===== config.mk =====
export PLATFORM = sky130hd
export DESIGN_NAME = fft_8_frame_ctrl
export DESIGN_NICKNAME = d
export VERILOG_FILES = /design/src/rtl/fft_8_frame_ctrl.sv
export SDC_FILE = /design/constraint.sdc
export NUM_CORES = 1
export LEC_CHECK = 0
export BUFFER_PORTS_ARGS = -buffer_cell sky130_fd_sc_hd__buf_2
export CORE_AREA = 2 2 231 233
export CTS_CLUSTER_DIAMETER = 60
export CTS_CLUSTER_SIZE = 30
export DETAILED_ROUTE_END_ITERATION = 7
export DIE_AREA = 0 0 233 235
export PLACE_DENSITY = 0.68
export SLEW_MARGIN = 20
export SYNTH_ARGS = -nofsm -noshare
export SYNTH_HDL_FRONTEND = slang
export SYNTH_SLANG_ARGS = --single-unit

===== constraint.sdc =====
create_clock -name clk -period 8.3 [get_ports clk]
set_clock_uncertainty 0.1 [all_clocks]
set_input_delay 0.83 -clock clk [delete_from_list [all_inputs] [get_ports clk]]
set_output_delay 0.83 -clock clk [all_outputs]
set_load 0.01 [all_outputs]

===== src/rtl/fft_8_frame_ctrl.sv =====
// Host-side frame controller for the 8-point FFT core.
// It gathers 8 input samples, starts the core, waits for done, then streams out the 8 results.
module fft_8_frame_ctrl #(
    parameter int DATA_W         = 16,
    parameter int TIMEOUT_CYCLES = 1024
) (
    input  logic                clk,
    input  logic                rst,
    input  logic                s_valid,
    output logic                s_ready,
    input  logic [DATA_W-1:0]   s_real,
    input  logic [DATA_W-1:0]   s_imag,
    output logic                fft_start,
    output logic [8*DATA_W-1:0] fft_in_real,
    output logic [8*DATA_W-1:0] fft_in_imag,
    input  logic                fft_done,
    input  logic [8*DATA_W-1:0] fft_out_real,
    input  logic [8*DATA_W-1:0] fft_out_imag,
    output logic                m_valid,
    input  logic                m_ready,
    output logic [DATA_W-1:0]   m_real,
    output logic [DATA_W-1:0]   m_imag,
    output logic [2:0]          m_index,
    output logic                m_last,
    output logic                busy,
    output logic                timeout_err
);

    typedef enum logic [1:0] {LOAD, START, WAIT, UNLOAD} state_t;

    localparam int CNT_W = $clog2(TIMEOUT_CYCLES);
    localparam logic [CNT_W-1:0] WAIT_LAST = CNT_W'(TIMEOUT_CYCLES - 1);

    state_t state, next_state;

    logic [DATA_W-1:0] frame_real  [8];
    logic [DATA_W-1:0] frame_imag  [8];
    logic [DATA_W-1:0] result_real [8];
    logic [DATA_W-1:0] result_imag [8];
    logic [2:0]        wr_idx;
    logic [2:0]        rd_idx;
    logic [CNT_W-1:0]  wait_cnt;

    always_ff @(posedge clk) begin
        if (rst) begin
            state <= LOAD;
        end else begin
            state <= next_state;
        end
    end

    // done takes priority over the timeout when both land in the same WAIT cycle
    always_comb begin
        next_state = state;
        unique case (state)
            LOAD:    if (s_valid && wr_idx == 3'd7) next_state = START;
            START:   next_state = WAIT;
            WAIT: begin
                if (fft_done) begin
                    next_state = UNLOAD;
                end else if (wait_cnt == WAIT_LAST) begin
                    next_state = LOAD;
                end
            end
            UNLOAD:  if (m_ready && rd_idx == 3'd7) next_state = LOAD;
            default: next_state = LOAD;
        endcase
    end

    always_comb begin
        s_ready   = (state == LOAD);
        fft_start = (state == START);
        m_valid   = (state == UNLOAD);
        busy      = (state != LOAD);
        m_last    = (state == UNLOAD) && (rd_idx == 3'd7);
    end

    always_ff @(posedge clk) begin
        if (rst) begin
            wr_idx      <= 3'd0;
            rd_idx      <= 3'd0;
            wait_cnt    <= '0;
            timeout_err <= 1'b0;
            for (int i = 0; i < 8; i++) begin
                frame_real[i]  <= '0;
                frame_imag[i]  <= '0;
                result_real[i] <= '0;
                result_imag[i] <= '0;
            end
        end else begin
            // wr_idx wraps from 7 back to 0 as the last slot is accepted
            if (state == LOAD && s_valid) begin
                frame_real[wr_idx] <= s_real;
                frame_imag[wr_idx] <= s_imag;
                wr_idx             <= wr_idx + 3'd1;
            end
            if (state == WAIT) begin
                wait_cnt <= wait_cnt + CNT_W'(1);
            end else begin
                wait_cnt <= '0;
            end
            if (state == WAIT && fft_done) begin
                for (int i = 0; i < 8; i++) begin
                    result_real[i] <= fft_out_real[DATA_W*i +: DATA_W];
                    result_imag[i] <= fft_out_imag[DATA_W*i +: DATA_W];
                end
            end
            if (state == WAIT && !fft_done && wait_cnt == WAIT_LAST) begin
                timeout_err <= 1'b1;
            end
            if (state == UNLOAD && m_ready) begin
                rd_idx <= rd_idx + 3'd1;
            end
        end
    end

    for (genvar g = 0; g < 8; g++) begin : g_pack
        assign fft_in_real[DATA_W*g +: DATA_W] = frame_real[g];
        assign fft_in_imag[DATA_W*g +: DATA_W] = frame_imag[g];
    end

    assign m_real  = result_real[rd_idx];
    assign m_imag  = result_imag[rd_idx];
    assign m_index = rd_idx;

endmodule


==> results of run 1 <==
==> area by class of cell <==
cell class / instances / area (um2)
fill: 4462 / 25500
sequential: 534 / 15800
multi-input combinational: 760 / 5440
timing repair buffer: 607 / 3190
clock buffer: 43 / 1030
tap: 688 / 861
clock inverter: 31 / 405
inverter: 5 / 18.8
antenna: 4 / 10.0
==> path summary, 6_finish.rpt <==
kind | slack (ps) | end | depth (start not counted)
max | 4200 | m_imag[8] | 4
min | 370 | wait_cnt[0] | 1
max reg2reg | 5010 | result_imag[5][4] | 3
min reg2reg | 370 | wait_cnt[0] | 1
==> cell usage in the layout, fill, tap and decap left out, types with 6 or more instances in the layout <==
master / count
a21oi_1: 6
and2_1: 194
buf_12: 8
buf_2: 588
buf_4: 11
clkbuf_16: 41
dfxtp_1: 19
edfxtp_1: 512
inv_6: 8
mux2_2: 32
mux4_1: 40
mux4_2: 24
nand2_1: 68
nand3_1: 7
nor2_1: 269
nor2b_1: 69
o21bai_4: 8
==> power by group <==
group | switching [W] | internal [W] | leakage [nW]
clock | 0.00108 | 0.00105 | 0.698
sequential | 0.0000377 | 0.00307 | 5.44
combinational | 0.000244 | 0.000146 | 4.56
==> cells by family (layout without fill, tap and decap cells) <==
group                    count (synthesis)  in the layout
AND/OR/NAND/NOR                        626            626
flip-flops                             534            534
multiplexers                           100            100
buffers and inverters                   92            686
AO/OA/AOI/OAI                           24             24
adder cells (fa/ha/maj)                  5              5
XOR/XNOR                                 5              5
other                                    0              4
==> worst reg2reg max path: stages (launching register included) <==
cell and delay, ps:
dfxtp_1 540, nor2b_1 440, a21o_4 870, buf_12 780
==> state kept, by name (all words and copies together) (netlist names), named ones only <==
register     flops
timeout_err      1
state            2
result_imag    128
result_real    128
m_index          3
frame_imag     128
wait_cnt        10
frame_real     128
wr_idx           3
==> stage by stage <==
step	cells	worst slack (ps)	utilization	cell area (um2)	total power (W)
2_1_floorplan	1386	1390	-	21600	0.00334
3_3_place_gp	2587	4320	0.482	25200	0.00355
3_5_place_dp	2588	4220	0.483	25200	0.00355
4_1_cts	2662	4130	0.510	26600	0.00567
5_1_grt	2671	4060	0.513	26800	0.00580
6_report	2672	4200	0.513	26800	0.00563
==> per-layer routing <==
metal / GRT usage / wire length [um] / vias up
li1: - / - / 6110
met1: 0.261 / 22500 / 6789
met2: 0.364 / 30300 / 661
met3: 0.0580 / 5830 / 110
met4: 0.0762 / 2050 / 2
met5: 0 / 13 / -
==> results.toml, run 1 <==
[logic_synthesis]
synth_top_family_by_area = "simple AND/OR/NAND/NOR gates"
ys_top_cells_by_count = "edfxtp_1 (512), nor2_1 (270), and2_1 (194)"
syn-instance-count = 1386
synth-edff-count = 512
synth_ff_type = "edfxtp_1"
syn_area_mm2 = 0.0216
synthAdderAreaFrac = 0.00290
synthSimpleGateAreaFrac = 0.142
synth_cell_types = 36
syn_nets = 1684
yosysWarnings = 0
synth_top_cell_by_area = "edfxtp_1"
synth_top_area_share = 0.713
ys_ff_latch = 534
muxShareOfSynthArea = 0.0924
async_flop_share = 0
post_synth_xor_area_fraction = 0.00203
avgSynthCellArea_um2 = 15.6
synth_compound_area_frac = 0.00743
yosys-top-cells-area = "edfxtp_1 (71%), and2_1 (5.6%), mux4_1 (4.9%)"
synthMostInstantiatedCell = "edfxtp_1"
yosysSeqAreaShare = 0.733

[clock_network]
cts_buffer_depth = 3
clock_sinks = 534
cts_tree = "done"
cts_buffers = 40
hold_buffers = 0
cts_setup_buffers = 0
clock_latency_ps = 560
clkTransAtPathRegs_ps = 80
cts_root_buf = "clkbuf_16"
cts_resized = 0
cts_max_level = 2

[worst_setup_path]
crit_chain = "buf_4 > mux4_1 > mux2_2 > buf_2"
critical_path_peak_fanout = 48
r2r-start = "state[1]"
slowest_delay_ps = 790
cp-end-kind = "output port"
crit_path_top_delay_cell = "buf_4"
crit_family = "multiplexers"
critical_path_buf_inv_count = 2
path_class = "register to output port"
crit_arrival_ps = 3170
crit_required_ps = 7370
start_kind = "register"

[min_path]
hp-start = "wait_cnt[0]"
min_path_type = "register to register"

[die]
coreArea_mm2 = 0.0522
die_w_um = 233
ios = 590
num_rows = 84
fp.dieH_um = 235
die_area_mm2 = 0.0548
floorplan.initialDensity = 0.413

[routing]
ant_nets = 0
drtIter0Drc = 1203
drt_pass1_iterations = 5
routed_wl_um = 60600
drc_errors = 0
post_drt_wl_per_cell_um = 22.7
via_per_inst = 5.12
vias = 13700

[global_routing]
grt_max_degree = 176
grt_pass1_wl_um = 87300
gr-usage-all-layers = 0.214
grt_pass1_vias = 13900
grt-ovfl-total = 0
antenna_found_initial = 5

[job]
cap_violations = 0

[placed_design]
io_buffers = 589
finalWeightedCongestion = 0.892
hpwl_um = 42200

[pwr]
powerDensity_mw_per_mm2 = 210
leakage_nw = 10.7
vdd_drop_max_v = 0.000176

[sta]
fin_setup_tns_ps = 0
holdWs_ps = 372
min_period_ps = 4100
tightest_slew_ps = 1130
finalSetupViolCount = 0
relSlewSlack = 0.249
hold_viol_final = 0
max_freq_ghz = 0.244
min_period_over_period = 0.494
slew_violations = 0
rsz0062_at_grt = "false"

[run_status]
status = "finished, final reports clean"

[finish]
layout.nets = 2246
synthToLayoutAreaGrowth_pct = 24.1
final_layout_size_suffix_gt1_frac = 0.380
(Power assumes the default switching activity.)
==> run 2, diff against run 1 <==
Clock period 8.3 ns to 4.05 ns, I/O delays scaled along.
==> results.toml, run 2 (synthesis gave the netlist of run 1 again) <==
[run_status]
status = "finished, final reports clean"

[die]
die_area_mm2 = 0.0548
fp.dieH_um = 235
ios = 590
coreArea_mm2 = 0.0522
floorplan.initialDensity = 0.413
num_rows = 84
die_w_um = 233

[finish]
layout.nets = 2402
final_layout_size_suffix_gt1_frac = 0.356
final_cells = 2832
synthToLayoutAreaGrowth_pct = 31.2
finalInstanceArea_mm2 = 0.0283
final_common_cell = "buf_2"
fill_cells = 4217
final_cell_mix = "buf_2 (588), edfxtp_1 (512), nor2_1 (269)"

[pwr]
powerDensity_mw_per_mm2 = 409
total_power_w = 0.0116
vdd_drop_max_v = 0.000492
leakage_nw = 11.3

[sta]
relSlewSlack = 0.264
fin_setup_tns_ps = 0
tightest_slew_ps = 1100
rsz0062_at_grt = "false"
slew_violations = 0
max_freq_ghz = 0.321
hold_viol_final = 0
min_period_over_period = 0.769
min_period_ps = 3120
finalSetupViolCount = 0
fin_ws_ps = 934

[placed_design]
dp_cells = 2601
hpwl_um = 44200
finalWeightedCongestion = 0.918
placed_cell_area_mm2 = 0.0253
io_buffers = 589
post-place-ws_ps = 1080

[routing]
ant_nets = 0
routed_wl_um = 63400
via_per_inst = 5.08
drt_pass1_iterations = 5
drtIter0Drc = 1180
drc_errors = 0
post_drt_wl_per_cell_um = 22.4
vias = 14400

[worst_setup_path]
crit_path_top_delay_cell = "mux4_1"
critical_path_peak_fanout = 31
start_kind = "register"
path_class = "register to output port"
crit_arrival_ps = 2610
r2r-start = "state[0]"
crit_required_ps = 3540
crit_chain = "buf_12 > mux4_1 > mux2_2 > buf_2"
slowest_delay_ps = 630
cp-end-kind = "output port"

[clock_network]
clock_sinks = 534
cts_setup_buffers = 0
cts_tree = "done"
hold_buffers = 146
cts_buffer_depth = 3
cts_resized = 0
cts_max_level = 2
clock_latency_ps = 560
cts_root_buf = "clkbuf_16"
cts_buffers = 40
clkTransAtPathRegs_ps = 80

[min_path]
hp-start = "fft_out_real[107]"
min_path_type = "input pin to register"

[global_routing]
grt_max_degree = 78
antenna_found_initial = 9
grt-ovfl-total = 0
gr-usage-all-layers = 0.225
grt_pass1_wl_um = 92200
grt_pass1_vias = 14800

[job]
cap_violations = 0
==> run 2: per-layer routing <==
metal | share of wire | vias to the layer above | global-route usage
li1 | - | 6431 | -
met1 | 0.37 | 7128 | 0.272
met2 | 0.50 | 687 | 0.374
met3 | 0.098 | 133 | 0.0722
met4 | 0.036 | 2 | 0.0896
met5 | 0.00020 | - | 0
==> run 2: critical path, delay by kind of cell, from the launching register on <==
kind / cells / cell delay [ps]
multiplexers: 2 / 920
buffers and inverters: 2 / 450
flip-flops: 1 / 620
==> run 2: worst paths after layout <==
path	endpoint	slack, ps	cells after the start
min	result_real[6][11]	40	2
max	m_imag[4]	930	4
min reg2reg	wait_cnt[0]	370	1
max reg2reg	frame_real[2][6]	1210	4
==> run 2: report_power, final <==
part           internal [W]  switching [W]  leakage [nW]
registers           0.00630      0.0000847          5.44
clock network       0.00207        0.00218         0.693
logic              0.000387       0.000536          5.21
total               0.00876        0.00280          11.3
==> run 2: layout make-up <==
class / count / area (um2) / area share
antenna: 8 / 20.0 / 0.000708
timing repair buffer: 763 / 4700 / 0.166
multi-input combinational: 760 / 5440 / 0.192
sequential: 534 / 15800 / 0.559
clock inverter: 31 / 387 / 0.0137
tap: 688 / 861 / 0.0304
clock buffer: 43 / 1030 / 0.0365
inverter: 5 / 18.8 / 0.000663
==> run 2: per-stage QoR <==
step | hold WS, ps | util
floorplan | 330 | -
global placement | 348 | 0.485
CTS | 0.0514 | 0.540
detailed placement | 357 | 0.485
global route | 4.71 | 0.541
finish | 35.8 | 0.542
